<file path="src/rtl/mc_pkg.sv">
// Shared encodings for the multi-cycle RV32I controller: opcodes, ALU operations,
// store widths, FSM states and the select/cause codes driven onto the datapath.
package mc_pkg;

  localparam logic [6:0] OPC_LOAD   = 7'b0000011;
  localparam logic [6:0] OPC_STORE  = 7'b0100011;
  localparam logic [6:0] OPC_BRANCH = 7'b1100011;
  localparam logic [6:0] OPC_JALR   = 7'b1100111;
  localparam logic [6:0] OPC_JAL    = 7'b1101111;
  localparam logic [6:0] OPC_OP_IMM = 7'b0010011;
  localparam logic [6:0] OPC_OP     = 7'b0110011;
  localparam logic [6:0] OPC_LUI    = 7'b0110111;
  localparam logic [6:0] OPC_AUIPC  = 7'b0010111;

  localparam logic [6:0] F7_BASE   = 7'b0000000;
  localparam logic [6:0] F7_ALT    = 7'b0100000;
  localparam logic [6:0] F7_MULDIV = 7'b0000001;

  typedef enum logic [4:0] {
    ALU_ADD  = 5'd0,
    ALU_SUB  = 5'd1,
    ALU_SLL  = 5'd2,
    ALU_SLT  = 5'd3,
    ALU_SLTU = 5'd4,
    ALU_XOR  = 5'd5,
    ALU_SRL  = 5'd6,
    ALU_SRA  = 5'd7,
    ALU_OR   = 5'd8,
    ALU_AND  = 5'd9,
    ALU_EQ   = 5'd10,
    ALU_NE   = 5'd11,
    ALU_LT   = 5'd12,
    ALU_GE   = 5'd13,
    ALU_LTU  = 5'd14,
    ALU_GEU  = 5'd15
  } alu_op_e;

  typedef enum logic [1:0] {
    WRITE_IDLE = 2'b00,
    WRITE_BYTE = 2'b01,
    WRITE_HALF = 2'b10,
    WRITE_WORD = 2'b11
  } mem_write_e;

  typedef enum logic [1:0] {
    PC_PLUS4  = 2'b00,
    PC_BRANCH = 2'b01,
    PC_JALR   = 2'b10
  } pc_src_e;

  typedef enum logic [1:0] {
    WB_ALU = 2'b00,
    WB_MEM = 2'b01,
    WB_PC4 = 2'b10,
    WB_MDU = 2'b11
  } wb_sel_e;

  typedef enum logic [1:0] {
    SRC_A_RS1  = 2'b00,
    SRC_A_PC   = 2'b01,
    SRC_A_ZERO = 2'b10
  } src_a_e;

  typedef enum logic [1:0] {
    CAUSE_NONE    = 2'b00,
    CAUSE_ILLEGAL = 2'b01,
    CAUSE_BUS     = 2'b10
  } fault_cause_e;

  typedef enum logic [2:0] {
    S_FETCH, S_DECODE, S_EXEC, S_MEM, S_WB, S_MDU_WAIT, S_FAULT
  } state_e;

  typedef enum logic [3:0] {
    CLS_ALU_REG, CLS_ALU_IMM, CLS_LOAD, CLS_STORE, CLS_BRANCH,
    CLS_JAL, CLS_JALR, CLS_LUI, CLS_AUIPC, CLS_MDU
  } instr_class_e;

  function automatic mem_write_e store_width(input logic [2:0] f3);
    case (f3[1:0])
      2'd0:    return WRITE_BYTE;
      2'd1:    return WRITE_HALF;
      default: return WRITE_WORD;
    endcase
  endfunction

endpackage

</file>
<file path="src/rtl/mc_decode.sv">
// Combinational instruction classifier: opcode/funct3/funct7 to ALU operation,
// instruction class and an illegal-instruction flag.
module mc_decode import mc_pkg::*; #(
  parameter int ENABLE_M = 0
) (
  input  logic [6:0]   opcode,
  input  logic [2:0]   funct3,
  input  logic [6:0]   funct7,
  output alu_op_e      alu_op,
  output instr_class_e cls,
  output logic         illegal
);

  function automatic alu_op_e arith_op(input logic [2:0] f3, input logic alt);
    case (f3)
      3'b000:  return alt ? ALU_SUB : ALU_ADD;
      3'b001:  return ALU_SLL;
      3'b010:  return ALU_SLT;
      3'b011:  return ALU_SLTU;
      3'b100:  return ALU_XOR;
      3'b101:  return alt ? ALU_SRA : ALU_SRL;
      3'b110:  return ALU_OR;
      default: return ALU_AND;
    endcase
  endfunction

  function automatic alu_op_e branch_op(input logic [2:0] f3);
    case (f3)
      3'b000:  return ALU_EQ;
      3'b001:  return ALU_NE;
      3'b100:  return ALU_LT;
      3'b101:  return ALU_GE;
      3'b110:  return ALU_LTU;
      default: return ALU_GEU;
    endcase
  endfunction

  // NOTE: every output gets a default before the case so no path leaves one unassigned (no latches).
  always_comb begin
    alu_op  = ALU_ADD;
    cls     = CLS_ALU_REG;
    illegal = 1'b0;
    case (opcode)
      OPC_LOAD: begin
        cls     = CLS_LOAD;
        illegal = (funct3 == 3'd3) || (funct3 == 3'd6) || (funct3 == 3'd7);
      end
      OPC_STORE: begin
        cls     = CLS_STORE;
        illegal = (funct3 > 3'd2);
      end
      OPC_BRANCH: begin
        cls     = CLS_BRANCH;
        alu_op  = branch_op(funct3);
        illegal = (funct3 == 3'd2) || (funct3 == 3'd3);
      end
      OPC_JAL:   cls = CLS_JAL;
      OPC_JALR:  cls = CLS_JALR;
      OPC_LUI:   cls = CLS_LUI;
      OPC_AUIPC: cls = CLS_AUIPC;
      OPC_OP_IMM: begin
        cls    = CLS_ALU_IMM;
        // Only the shift-right immediate borrows funct7 as an opcode extension (SRAI).
        alu_op = arith_op(funct3, (funct3 == 3'b101) && (funct7 == F7_ALT));
        if (funct3 == 3'b001)
          illegal = (funct7 != F7_BASE);
        else if (funct3 == 3'b101)
          illegal = (funct7 != F7_BASE) && (funct7 != F7_ALT);
      end
      OPC_OP: begin
        if ((funct7 == F7_MULDIV) && (ENABLE_M != 0)) begin
          cls = CLS_MDU;
        end else if (funct7 == F7_BASE) begin
          alu_op = arith_op(funct3, 1'b0);
        end else if (funct7 == F7_ALT) begin
          alu_op  = arith_op(funct3, 1'b1);
          illegal = (funct3 != 3'b000) && (funct3 != 3'b101);
        end else begin
          illegal = 1'b1;
        end
      end
      default: illegal = 1'b1;
    endcase
  end

endmodule

</file>
<file path="src/rtl/mc_controller.sv">
// Multi-cycle RV32I control FSM: sequences fetch/decode/execute/memory/writeback,
// handles memory wait timeouts, MDU handshakes, illegal-instruction traps and instret.
module mc_controller import mc_pkg::*; #(
  parameter int ENABLE_M    = 0,
  parameter int MEM_TIMEOUT = 16,
  parameter int CNT_W       = 32
) (
  input  logic             clk,
  input  logic             rst,
  input  logic [6:0]       opcode,
  input  logic [2:0]       funct3,
  input  logic [6:0]       funct7,
  input  logic             branch_taken,
  input  logic             mem_ready,
  input  logic             mdu_done,
  output logic             ir_write,
  output logic             pc_write,
  output logic [1:0]       pc_src,
  output logic             mem_req,
  output logic             mem_read,
  output logic [1:0]       mem_write,
  output logic [1:0]       alu_src_a,
  output logic             alu_src_b,
  output logic [4:0]       alu_op,
  output logic             mdu_start,
  output logic [2:0]       mdu_op,
  output logic             reg_write,
  output logic [1:0]       wb_sel,
  output logic             retire,
  output logic [CNT_W-1:0] instret,
  output logic             fault,
  output logic [1:0]       fault_cause
);

  localparam int WAIT_W = (MEM_TIMEOUT > 1) ? $clog2(MEM_TIMEOUT) : 1;
  localparam bit TIMEOUT_EN = (MEM_TIMEOUT > 0);
  localparam logic [WAIT_W-1:0] WAIT_LAST = WAIT_W'((MEM_TIMEOUT > 0) ? MEM_TIMEOUT - 1 : 0);

  state_e       state, state_next;
  fault_cause_e cause_q, cause_next;
  logic [WAIT_W-1:0] wait_cnt;
  logic         timeout;

  alu_op_e      dec_alu_op;
  instr_class_e dec_cls;
  logic         dec_illegal;

  mc_decode #(.ENABLE_M(ENABLE_M)) u_decode (
    .opcode  (opcode),
    .funct3  (funct3),
    .funct7  (funct7),
    .alu_op  (dec_alu_op),
    .cls     (dec_cls),
    .illegal (dec_illegal)
  );

  // The last permitted wait cycle with no response trips the bus fault.
  assign timeout = TIMEOUT_EN && mem_req && !mem_ready && (wait_cnt == WAIT_LAST);

  assign fault       = (state == S_FAULT);
  assign fault_cause = cause_q;

  // NOTE: sequential state uses non-blocking assignments so every register samples pre-edge values.
  always_ff @(posedge clk or posedge rst) begin
    if (rst) begin
      state    <= S_FETCH;
      cause_q  <= CAUSE_NONE;
      wait_cnt <= '0;
      instret  <= '0;
    end else begin
      state   <= state_next;
      cause_q <= cause_next;
      if (state_next != state)
        wait_cnt <= '0;
      else if (mem_req && !mem_ready)
        wait_cnt <= wait_cnt + WAIT_W'(1);
      if (retire)
        instret <= instret + CNT_W'(1);
    end
  end

  always_comb begin
    state_next = state;
    cause_next = cause_q;
    ir_write   = 1'b0;
    pc_write   = 1'b0;
    pc_src     = PC_PLUS4;
    mem_req    = 1'b0;
    mem_read   = 1'b0;
    mem_write  = WRITE_IDLE;
    alu_src_a  = SRC_A_RS1;
    alu_src_b  = 1'b0;
    alu_op     = ALU_ADD;
    mdu_start  = 1'b0;
    mdu_op     = 3'b000;
    reg_write  = 1'b0;
    wb_sel     = WB_ALU;
    retire     = 1'b0;

    // Reset forces every strobe low immediately, even though the state already reads FETCH.
    if (!rst) begin
      if ((state == S_EXEC) || (state == S_MEM) || (state == S_WB)) begin
        alu_op    = dec_alu_op;
        alu_src_b = !((dec_cls == CLS_ALU_REG) || (dec_cls == CLS_BRANCH) || (dec_cls == CLS_MDU));
        if ((dec_cls == CLS_AUIPC) || (dec_cls == CLS_JAL))
          alu_src_a = SRC_A_PC;
        else if (dec_cls == CLS_LUI)
          alu_src_a = SRC_A_ZERO;
      end

      case (state)
        S_FETCH: begin
          mem_req  = 1'b1;
          mem_read = 1'b1;
          if (mem_ready) begin
            ir_write   = 1'b1;
            state_next = S_DECODE;
          end else if (timeout) begin
            state_next = S_FAULT;
            cause_next = CAUSE_BUS;
          end
        end
        S_DECODE: begin
          if (dec_illegal) begin
            state_next = S_FAULT;
            cause_next = CAUSE_ILLEGAL;
          end else begin
            state_next = S_EXEC;
          end
        end
        S_EXEC: begin
          case (dec_cls)
            CLS_BRANCH: begin
              pc_write   = 1'b1;
              pc_src     = branch_taken ? PC_BRANCH : PC_PLUS4;
              retire     = 1'b1;
              state_next = S_FETCH;
            end
            CLS_JAL, CLS_JALR: begin
              pc_write   = 1'b1;
              pc_src     = (dec_cls == CLS_JAL) ? PC_BRANCH : PC_JALR;
              reg_write  = 1'b1;
              wb_sel     = WB_PC4;
              retire     = 1'b1;
              state_next = S_FETCH;
            end
            CLS_LOAD, CLS_STORE: state_next = S_MEM;
            CLS_MDU: begin
              mdu_start  = 1'b1;
              mdu_op     = funct3;
              state_next = S_MDU_WAIT;
            end
            default: state_next = S_WB;
          endcase
        end
        S_MEM: begin
          mem_req = 1'b1;
          if (dec_cls == CLS_LOAD)
            mem_read = 1'b1;
          else
            mem_write = store_width(funct3);
          if (mem_ready) begin
            if (dec_cls == CLS_STORE) begin
              pc_write   = 1'b1;
              retire     = 1'b1;
              state_next = S_FETCH;
            end else begin
              state_next = S_WB;
            end
          end else if (timeout) begin
            state_next = S_FAULT;
            cause_next = CAUSE_BUS;
          end
        end
        S_MDU_WAIT: begin
          mdu_op = funct3;
          if (mdu_done)
            state_next = S_WB;
        end
        S_WB: begin
          reg_write  = 1'b1;
          pc_write   = 1'b1;
          retire     = 1'b1;
          state_next = S_FETCH;
          if (dec_cls == CLS_LOAD)
            wb_sel = WB_MEM;
          else if (dec_cls == CLS_MDU)
            wb_sel = WB_MDU;
        end
        S_FAULT: state_next = S_FAULT;
        default: state_next = S_FETCH;
      endcase
    end
  end

endmodule

</file>
<file path="config.mk">
export PLATFORM = sky130hd
export DESIGN_NAME = mc_controller
export DESIGN_NICKNAME = d
export VERILOG_FILES = /design/src/rtl/mc_pkg.sv /design/src/rtl/mc_decode.sv /design/src/rtl/mc_controller.sv
export SDC_FILE = /design/constraint.sdc
export NUM_CORES = 1
export LEC_CHECK = 0
export CAP_MARGIN = 20
export CORE_ASPECT_RATIO = 2
export CORE_MARGIN = 5
export CORE_UTILIZATION = 45
export DETAILED_ROUTE_END_ITERATION = 16
export GPL_TIMING_DRIVEN = 0
export PLACE_DENSITY = 0.84
export SKIP_LAST_GASP = 1
export SYNTH_ARGS = -nofsm -noshare
export SYNTH_HDL_FRONTEND = slang
export SYNTH_HIERARCHICAL = 1
export SYNTH_SLANG_ARGS = --single-unit
</file>
<file path="constraint.sdc">
create_clock -name clk -period 2.86 [get_ports clk]
set_clock_uncertainty 0.1 [all_clocks]
set_input_delay 0.572 -clock clk [delete_from_list [all_inputs] [get_ports clk]]
set_output_delay 0.572 -clock clk [all_outputs]
set_load 0.02 [all_outputs]
</file>
======== Word-level counts from Yosys, hierarchy flattened ========
Index checks and enable logic that the tools add are counted.
word-level totals
  input port bits ......................... 22
  logic and storage cells ................. 151
  flip-flop bits (word level) ............. 41
  output and inout port bits .............. 59
cells by class
  equality and inequality tests ........... 39
  $add $sub $neg .......................... 2
  mux-type cells .......................... 74
  reductions and logical operators ........ 30
  $lt $le $gt $ge ......................... 1
  bitwise gates (word level) .............. 1
operator list
  kind                   count
  $pmux 4 s7             2
  $pmux 5 s7             1
  $mux 2                 17
  $add 32x1->32 const B  1
  $pmux 4 s8             1
  $eq 7x6->1 const B     4
  $mux 3                 9
  $mux 1                 25
  $eq 3x3->1 const B     7
  $eq 7x7->1 const B     3
  $mux 5                 4
  $pmux 3 s6             1
  $eq 4x3->1 const B     4
  $pmux 2 s2             4
  $pmux 3 s5             1
  $pmux 5 s3             1
  $eq 7x5->1 const B     2
  $eq 3x2->1 const B     4
  $eq 4x4->1 const B     3
  $pmux 3 s3             1
  $eq 4x2->1 const B     2
  $logic_or 1x1->1       8
  $mux 4                 2
  $eq 7x2->1 const B     1
  27 further kinds       39

======== Depth between registers and ports, before layout ========
  depth in word-level cells ............... 12
  depth in mapped cells ................... 12
  gate-level depth less buffers ........... 10

======== Modules after synthesis ========
The synthesis kept the hierarchy.
by module, submodules not included
  module         area each (um^2)  cells each  seq. area each (um^2)  instances
  mc_controller  2735.1            292         1026.0                 1
  mc_decode      485.5             78          0.0                    1

======== Worst setup path before layout ========
No wires, ideal clock.
  path kind ............................... input port to output port
  start ................................... input opcode[4]
  end ..................................... output reg_write
  path slack .............................. -306 ps
  stages .................................. 10
  buffers on the path ..................... 2
  required time ........................... 2188 ps
  arrival time ............................ 2494 ps
  cells stage by stage .................... clkbuf_1 -> or2_2 -> a21oi_1 -> a31oi_1 -> nor3_1 -> buf_2 -> nor2b_1 -> or2_2 -> a21oi_1 -> nor3_1
on the way
  cells in the longest elaborated chain, start to end .. 7
  elaborated cells between the ends (all ways) .. 15
  those cells by class .................... eq/ne (10); mux (4); reduce/logical (1)
ends and longest elaborated chain
  element                             line                  text
  start, declared                     mc_controller.sv:10   input logic [6:0] opcode,
  $eq 7x5->1 (tied with other cells)  mc_decode.sv:43       case (opcode)
  $pmux 4 s8 (*)                      mc_decode.sv:43
  net dec_cls[1]                      mc_controller.sv:45   instr_class_e dec_cls;
  $eq 4x3->1                          mc_controller.sv:132  case (dec_cls)
  $reduce_or 2->1 (*)                 --
  $mux 1 (*)                          mc_controller.sv:132
  $pmux 1 s2 (*)                      mc_controller.sv:111  case (state)
  $mux 1 (*)                          mc_controller.sv:101  if (!rst) begin
  end, declared                       mc_controller.sv:27   output logic reg_write,
The timed path passes the listed nets; every way through them passes the cells marked *.

======== Worst setup path in the final report ========
  start ................................... input opcode[4]
  end ..................................... output retire
on the way
  cells in the longest elaborated chain, start to end .. 7
  elaborated cells between the ends (all ways) .. 19
  those cells by class .................... eq/ne (12); mux (6); reduce/logical (1)
ends and longest elaborated chain
  element                                                     line                                        text
  $eq 7x5->1 (tied with other cells)                          mc_decode.sv:43
  $pmux 4 s8 (*)                                              mc_decode.sv:43
  net dec_cls[1]                                              mc_controller.sv:45
  $eq 4x3->1 or $eq 4x2->1 (tied branches)                    mc_controller.sv:132, mc_controller.sv:163
  $reduce_or 3->1 (no source line) or $mux 1 (tied branches)  --
  $mux 1, on equally long branches                            mc_controller.sv:132, mc_controller.sv:162
  $pmux 1 s3 (*)                                              mc_controller.sv:111
  $mux 1 (*)                                                  mc_controller.sv:101
  end, declared                                               mc_controller.sv:29                         output logic retire,
Marks and branches as above.

==> metrics.md <==
| Metric | Value |
|---|---|
| Final core utilization | between 70% and 80% |
| Avg Inst Size Synth | about 8.7 µm² |
| #FFs+latches synth | 41 |
| Worst skew pair latency | roughly 0.29 ns |
| Mapped Nets | 394 |
| Fin worst setup slack | -0.278 ns |
| Area of the mapped netlist | around 3200 µm² |
| XOR/XNOR share of the synthesized area | 10.0% |
| Critical path class | in2out |
| Rows | 43 |
| Diodes inserted | 0 |
| # nets final | roughly 520 |
| Ys flop type | dfrtp_1 |
| DRC Markers | 0 |
| Leak | 2.16 nW |
| Setup Viol. Count Final | 24 |
| Violated checks | setup timing |
| Crit share post-route | 110% |
| Filler Cells Inserted | about 470 |
| Largest net degree at the start of global routing | 45 |
| PwrDens | between 400 and 500 nW/µm² |
| First-pass detailed-route iteration total | 5 |
| Mux contribution to synthesized area | 0.660% |
| Min-Delay Path Class | reg2reg |
| GRT Util Overall | 24.8% |
| Worst vdd ir | between 0.5 and 0.6 mV |
| Die Y | between 100 and 150 µm |
| Crit-path max FO | 5 |
| Routed len/inst | between 15 and 20 µm |
| EDFF count, synth | 0 |
| CTS Root Buffer Type | clkbuf_16 |
| Largest family of logic cells by synthesized area | simple AND/OR/NAND/NOR gates |
| Proportion of layout cells with a drive suffix above 1 | between 30% and 40% |
| Number of buffers added on ports | between 70 and 80 |
| Synthesis Warnings | 6 |
| Synth-to-layout area growth | 56.8% |
| Hold Slack | 0.393 ns |
| Clock slew seen by the registers of the worst setup and hold paths | 0.06 ns |
| Max-slew violations | 0 |
| Max H-tree Level | 2 |
| Unique masters post-synth | 72 |
| Post-CTS Hold Fix Bufs | 0 |
| Initial core utilization | a little under half |
| Total Wirelength | approximately 12000 µm |
| Commonest non-fill, non-tap cells in the layout | buf_4, clkdlybuf4s50_1, dfrtp_1 |
| Final Hold Fails | 0 |
| Fmax | between 300 and 400 MHz |
| DP Cell Count | 538 |
| Crit. End Element | output pin |
| 1st-iter DRT viols | 227 |
| Seq/Total Area, Yosys | approximately a third |
| Ports | between 80 and 90 |
| Compound-Gate Fraction of Synth Area | roughly 16% |
| TritonCTS clock tree | done |
| RSZ-0062 raised after global routing | yes |
| Mapped Cells | 370 |
| Worst-margin pin slew | approximately 0.66 ns |
| Final Power | between 2 and 2.5 mW |
| Die width | between 60 and 70 µm |
| Clk buf depth | 2 |
| Cell area after layout | between 5000 and 6000 µm² |
| Placement Setup Slack | -1.44 ns |
| Area after DPL | about 4200 µm² |
| Startpoint Class | primary input |
| GR Overflow Total | 0 |
| First-pass GRT wire length | 17900 µm |
| Ys async rst share | 100% |
| Core area | between 6000 and 7000 µm² |
| Non-filler cells, final | a little under 600 |
| Final min period | roughly 3.1 ns |
| Slew headroom | a little under three fifths |
| Total CTS buffers | 5 |
| Clk sinks | a little over 40 |
| Worst Path Required | about 2.2 ns |
| Hpwl dp | 7210 µm |
| Adder-cell share of the synthesized area | 0.777% |
| GPL Wtd Cong | around 0.91 |
| Drt via density | 5.97 |
| Critical path arrival | approximately 2.5 ns |
| Die area | 9050 µm² |
| Initial antenna violation count | 0 |
| Most common cell after layout, fill and taps aside | buf_4 |
| Total number of vias | between 3000 and 4000 |
| Simple-gate share of the synthesized area | roughly a third |
| Outcome | finished with violations |
| Detail Route Antenna Nets | 0 |
| Vias in the first global route | between 3000 and 4000 |
| Aggregate negative setup slack | -3.22 ns |
| Max cap viols | 0 |
-- where the power goes --
group	switching, mW	internal, mW
clock	0.221	0.369
sequential	0.0532	0.630
combinational	0.654	0.467
total	0.928	1.47
-- routing by layer --
metal | share of wire, % | GRT usage, %
met3 | 5.8 | 4.19
met2 | 54 | 47.4
met1 | 32 | 23.5
met5 | 0 | 0
met4 | 8.0 | 16.9
-- area by class of cell --
| class | instances | area, µm² | share of cell area, % |
|---|---|---|---|
| buffer | 22 | 215 | 4.26 |
| clock buffer | 7 | 153 | 3.02 |
| clock inverter | 1 | 5.00 | 0.0991 |
| inverter | 16 | 63.8 | 1.26 |
| multi-input combinational | 291 | 2340 | 46.4 |
| sequential | 41 | 1030 | 20.3 |
| tap | 90 | 113 | 2.23 |
| timing repair buffer | 122 | 1130 | 22.4 |
-- Yosys cell counts, drive strengths merged, types with 2 or more instances --
cell / instances / share of area [%]
nand4: 7 / 1.6
dfrtp: 41 / 32
nor3: 23 / 5.4
o2111ai: 3 / 1.4
or4b: 3 / 1.2
and2: 10 / 1.9
buf: 14 / 3.1
o21ai: 18 / 2.9
a21oi: 18 / 3.3
and4: 2 / 0.54
xnor2: 15 / 4.3
nand2: 31 / 3.6
o31ai: 2 / 0.89
nor4b: 2 / 0.74
nand3: 21 / 3.4
nor2: 33 / 3.8
nor3b: 3 / 0.70
nor4: 14 / 4.4
a2bb2oi: 2 / 0.54
and3: 4 / 0.78
ha: 2 / 0.78
inv: 16 / 1.9
clkbuf: 8 / 0.93
xor2: 21 / 5.7
o211ai: 4 / 0.93
or2: 4 / 0.78
nand2b: 10 / 1.9
o21a: 2 / 0.70
nor2b: 6 / 1.2
and4b: 3 / 0.93
a31oi: 2 / 0.39
o311a: 2 / 0.62
or3: 2 / 0.39
-- registers in the layout, indices dropped and copies added (netlist names) --
register	flops
fault_cause	2
instret	32
state	3
wait_cnt	4
-- timing repair --
item,4_1_cts,5_1_grt
gates cloned,3,0
pin swaps,32,17
hold endpoints to repair,0,0
buffers inserted,30,11
resized for setup,177,57
setup endpoints to repair,59,27
-- cells by family after synthesis --
family                     Yosys count
adders and majority gates            2
xor gates and xnor gates            36
muxes                                2
buffers and inverters               38
and+or+nand+nor                    183
other                                1
AOI/OAI and AO/OA                   67
DFF                                 41
-- path summary, 6_finish.rpt --
path / start / end / slack [ns] / depth (start not counted)
worst max-delay path: opcode[4] / retire / -0.28 / 13
worst min-delay path: instret[31] / instret[31] / 0.39 / 1
worst max register to register: state[0] / wait_cnt[3] / 0.69 / 5
worst min register to register: instret[31] / instret[31] / 0.39 / 1
max in group asynchronous: rst / instret[6] / 1.72 / 4
min in group asynchronous: rst / fault_cause[1] / 0.51 / 3
-- worst max-delay path, stage by stage --
cell and delay, ns:
buf_8 0.11, buf_8 0.12, or2_4 0.23, a21oi_2 0.18, a31oi_2 0.07, nor3_4 0.21, buf_6 0.14, and4b_1 0.23
a22oi_2 0.09, o21a_4 0.22, clkinvlp_4 0.09, buf_6 0.09, buf_6 0.10
Note: power is estimated with default switching activity, not from simulation.
==> RTL change 1 (same settings) <==
Set the parameter `CNT_W` to 40 (it was 32).
--- a/src/rtl/mc_controller.sv
+++ b/src/rtl/mc_controller.sv
@@ -3,7 +3,7 @@
 module mc_controller import mc_pkg::*; #(
   parameter int ENABLE_M    = 0,
   parameter int MEM_TIMEOUT = 16,
-  parameter int CNT_W       = 32
+  parameter int CNT_W       = 40
 ) (
   input  logic             clk,
   input  logic             rst,
Interface: changed (resized instret); port bits go from 81 to 89. The function was not compared with the original's and may differ.
==> RTL change 1 against the unedited design <==
  * The run still ends with setup timing left
  * Worst hold slack got worse by 0.018 ns
  * Cell area rose by 4.1%
  * Setup slack got worse by 0.13 ns
  * Utilization fell by 0.99 points
  * Combinational power barely moved
  * Non-clock buffer count rose by 5
  * Sequential cell count rose by 8
  * Area after synthesis rose by 5.3%
  * Total power rose by 10%
  * Wire length fell by 1.7%
  * Critical path type unchanged
  * Largest cell class unchanged
  * Largest power group unchanged
==> RTL change 1: results (changes against the unedited design) <==
** Outcome
- Violations in the final reports :: setup timing
- Run status :: finished with violations

** Cells and area
- Total number of nets in the final design :: 549 (+5.0%)
- The fill cell total of the finished layout is 524 (+11%).
- Multi-input combinational cell count :: 308 (+5.8%)
- The fraction of layout instances using a drive strength above 1 is 0.306 (-0.0739).
- The number of non-clock inverters in the layout is 12 (-4).
- The share of the final layout cell area in multi-input gates is 0.442 (-0.0221).

** STA
- The worst path setup slack after routing was -0.412 ns (-0.134 ns).
- Final worst hold slack :: 0.374 ns (-0.0183 ns)
- Remaining max-slew budget at the tightest pin :: 0.411 (-0.148)
- The final setup violation count was 17 (-29%).
- Final sum of negative setup slack :: -4.82 ns (-1.60 ns)

** Logic synthesis
- The post-synthesis net count came to 419 (+6.3%).
- The top-area cell type share of the netlist area came to 0.362 (+0.0431).
- Flop and latch count out of synthesis :: 49 (+20%)
- Distinct cell type count of the synthesized netlist :: 61 (-15%)
- The commonest cells after synthesis are sky130_fd_sc_hd__dfrtp_1 (49), sky130_fd_sc_hd__xnor2_1 (38), sky130_fd_sc_hd__nor2_1 (31).
- Top cells by area, synth :: sky130_fd_sc_hd__dfrtp_1 (36%), sky130_fd_sc_hd__xnor2_1 (9.8%), sky130_fd_sc_hd__nand3_1 (4.3%)

** Worst hold path
- The startpoint identified for the worst hold timing path is instret[39].

** Global route
- The largest net degree at the start of global routing was 44 (-2.2%).

** Power and ir drop
- The worst voltage drop across the vdd grid came to 0.000287 V (-49%).
- The leakage power figure was 2.15 nW (-0.28%).

** Drt
- The detailed router's first-iteration violation count is 275 (+21%).

** Placed design
- Post-DP Area :: 4430 um^2 (+4.9%)
- Number of port buffers :: 84 (+9.1%)
- Detailed placement HPWL :: 7480 um (+3.8%)

** Setup path
- The largest fanout on the critical path is 6 (+1).
## RTL change 1: power by group
part           switching (W)  internal, W
logic               0.000666     0.000451
registers          0.0000812     0.000753
clock network       0.000255     0.000437
total                0.00100      0.00164
## RTL change 1: layer usage
layer  track usage  part of all wire
met5             0                 0
met4         0.159             0.060
met3        0.0357             0.055
met2         0.438              0.55
met1         0.225              0.33
## RTL change 1: path summary, 6_finish.rpt
check | end | cells past startpoint
worst max-delay path | retire | 12
worst min-delay path | instret[39] | 1
worst max register to register | instret[35] | 5
worst min register to register | instret[39] | 1
max in group asynchronous | instret[31] | 4
min in group asynchronous | instret[22] | 3
## RTL change 1: metrics by stage
step | worst slack (ns) | utilization
global route | -0.472 | 0.718
finish | -0.412 | 0.718
global placement | -1.39 | 0.603
CTS | -0.367 | 0.686
floorplan | -0.125 | -
detailed placement | -1.43 | 0.606
## RTL change 1: worst max-delay path, delay by kind of cell
family	cells	cell delay, ns
AOI/OAI and AO/OA	3	0.73
and+or+nand+nor	2	0.48
buffers and inverters	7	0.79
==> RTL change 2 (same flow settings) <==
Made on the original files. The 7 states of `state_e` get a one-hot encoding in 7 bits.
--- a/src/rtl/mc_pkg.sv
+++ b/src/rtl/mc_pkg.sv
@@ -67,8 +67,8 @@
     CAUSE_BUS     = 2'b10
   } fault_cause_e;
 
-  typedef enum logic [2:0] {
-    S_FETCH, S_DECODE, S_EXEC, S_MEM, S_WB, S_MDU_WAIT, S_FAULT
+  typedef enum logic [6:0] {
+    S_FETCH = 7'b0000001, S_DECODE = 7'b0000010, S_EXEC = 7'b0000100, S_MEM = 7'b0001000, S_WB = 7'b0010000, S_MDU_WAIT = 7'b0100000, S_FAULT = 7'b1000000
   } state_e;
 
   typedef enum logic [3:0] {
Check against the original RTL: no difference found for any inputs over 10 cycles, from zero or initial values and one cycle with rst high; not proved beyond that.
==> RTL change 2 against the unedited design <==
  * The run still ends with setup timing left
  * Wire length rose by 14%
  * Final cell count rose by 6.4%
  * Sequential cell count rose by 4
  * Sequential power rose by 3.4%
  * Cell area rose by 11%
  * Area after synthesis rose by 3.2%
  * Die area rose by 2.8%
  * Register-to-register slack got worse by 0.64 ns
  * Count of clock-buffer cells in the layout fell by 2
  * Total power fell by 15%
  * Combinational power fell by 42%
  * Setup slack got worse by 0.32 ns
==> RTL change 2: results (changes against the unedited design) <==
** Outcome
- Run status :: finished with violations
- Violations in the final reports :: setup timing

** Global route
- Global-route track usage on met3 :: 0.0405 (-0.00141)
- The met2 track utilization from global routing came to 0.458 (-0.0165).
- The total global-route track usage is 0.247 (-0.000616).
- The largest net degree at the start of global routing was 25 (-44%).

** Placed design
- The total cell area at the placement stage was 4360 um^2 (+3.1%).
- Cell count after placement :: 554 (+3.0%)

** Logic synthesis
- The xor/xnor share of the synthesized area is 0.103 (+0.00255).
- The count of unique library cells instantiated by Yosys came to 62 (-14%).
- The post-synthesis net count came to 409 (+3.8%).
- Ranked by instance count, the synthesized netlist is headed by sky130_fd_sc_hd__dfrtp_1 (44), sky130_fd_sc_hd__nor2_1 (38), sky130_fd_sc_hd__nand2_1 (29).

** Setup path
- Critical-path maximum fanout :: 4 (-1)
- The data arrival time of the critical path is 2.79 ns (+0.32 ns).
- Reg-to-reg setup timing slack :: 0.05 ns (-0.64 ns)
- The worst register-to-register path begins at state[3].
- Biggest cell delay along the critical path :: 0.39 ns (+0.16 ns)

** Cells and area
- Share of cell area taken by flip-flops and latches :: 0.201 (-0.00232)
- Total number of nets in the final design :: 559 (+6.9%)
- Ratio of cells with drive above 1 in the final layout :: 0.416 (+0.0360)
- The number of non-clock inverters in the layout came to 13 (-3).
- The total of plain and repair buffers excluding clock buffers is 168 (+17%).

** STA
- Final worst hold slack :: 0.371 ns (-0.0211 ns)
- Post-route setup slack :: -0.603 ns (-0.325 ns)
- The final setup violation count is 56 (+130%).

** Drt
- The routed metal-1 wirelength came to 4310 um (+14%).
- Routed length per placed instance :: 21.3 um (+7.1%)
- Vias post-DR :: 3901 (+11%)
- The met3 routed wirelength is 667 um (-1.3%).
- The total length of routed met2 wires is 7460 um (+17%).

** Power and ir drop
- The total power per unit cell area came to 364 nW/um^2 (-23%).
RTL change 2: changes by cell type after synthesis, moves of 6 or more:
cell,change
sky130_fd_sc_hd__a21oi_1,-6
sky130_fd_sc_hd__xnor2_1,+9
sky130_fd_sc_hd__nor3_2,-9
sky130_fd_sc_hd__nand4_1,+13
sky130_fd_sc_hd__nand3_1,-9
RTL change 2: how the worst max path moves through the flow:
stage	end	slack [ns]	cells past startpoint
2_1_floorplan	retire	-0.40	11
4_1_cts	retire	-0.41	12
3_3_place_gp	retire	-1.63	13
5_1_grt	retire	-0.72	11
3_5_place_dp	retire	-1.71	13
6_report	retire	-0.60	11
RTL change 2: timing repair:
action	4_1_cts	5_1_grt
setup buffers	44	20
endpoints found under the setup margin	67	60
hold endpoints to repair	0	0
resized for setup	230	82
cloned	4	0
hold buffers	0	0
pin swaps	48	47
RTL change 2: critical path: cells and delay by family:
kind	cells	cell delay, ns
AO/OA/AOI/OAI	2	0.37
buffers and inverters	3	0.29
AND/OR/NAND/NOR	6	1.55
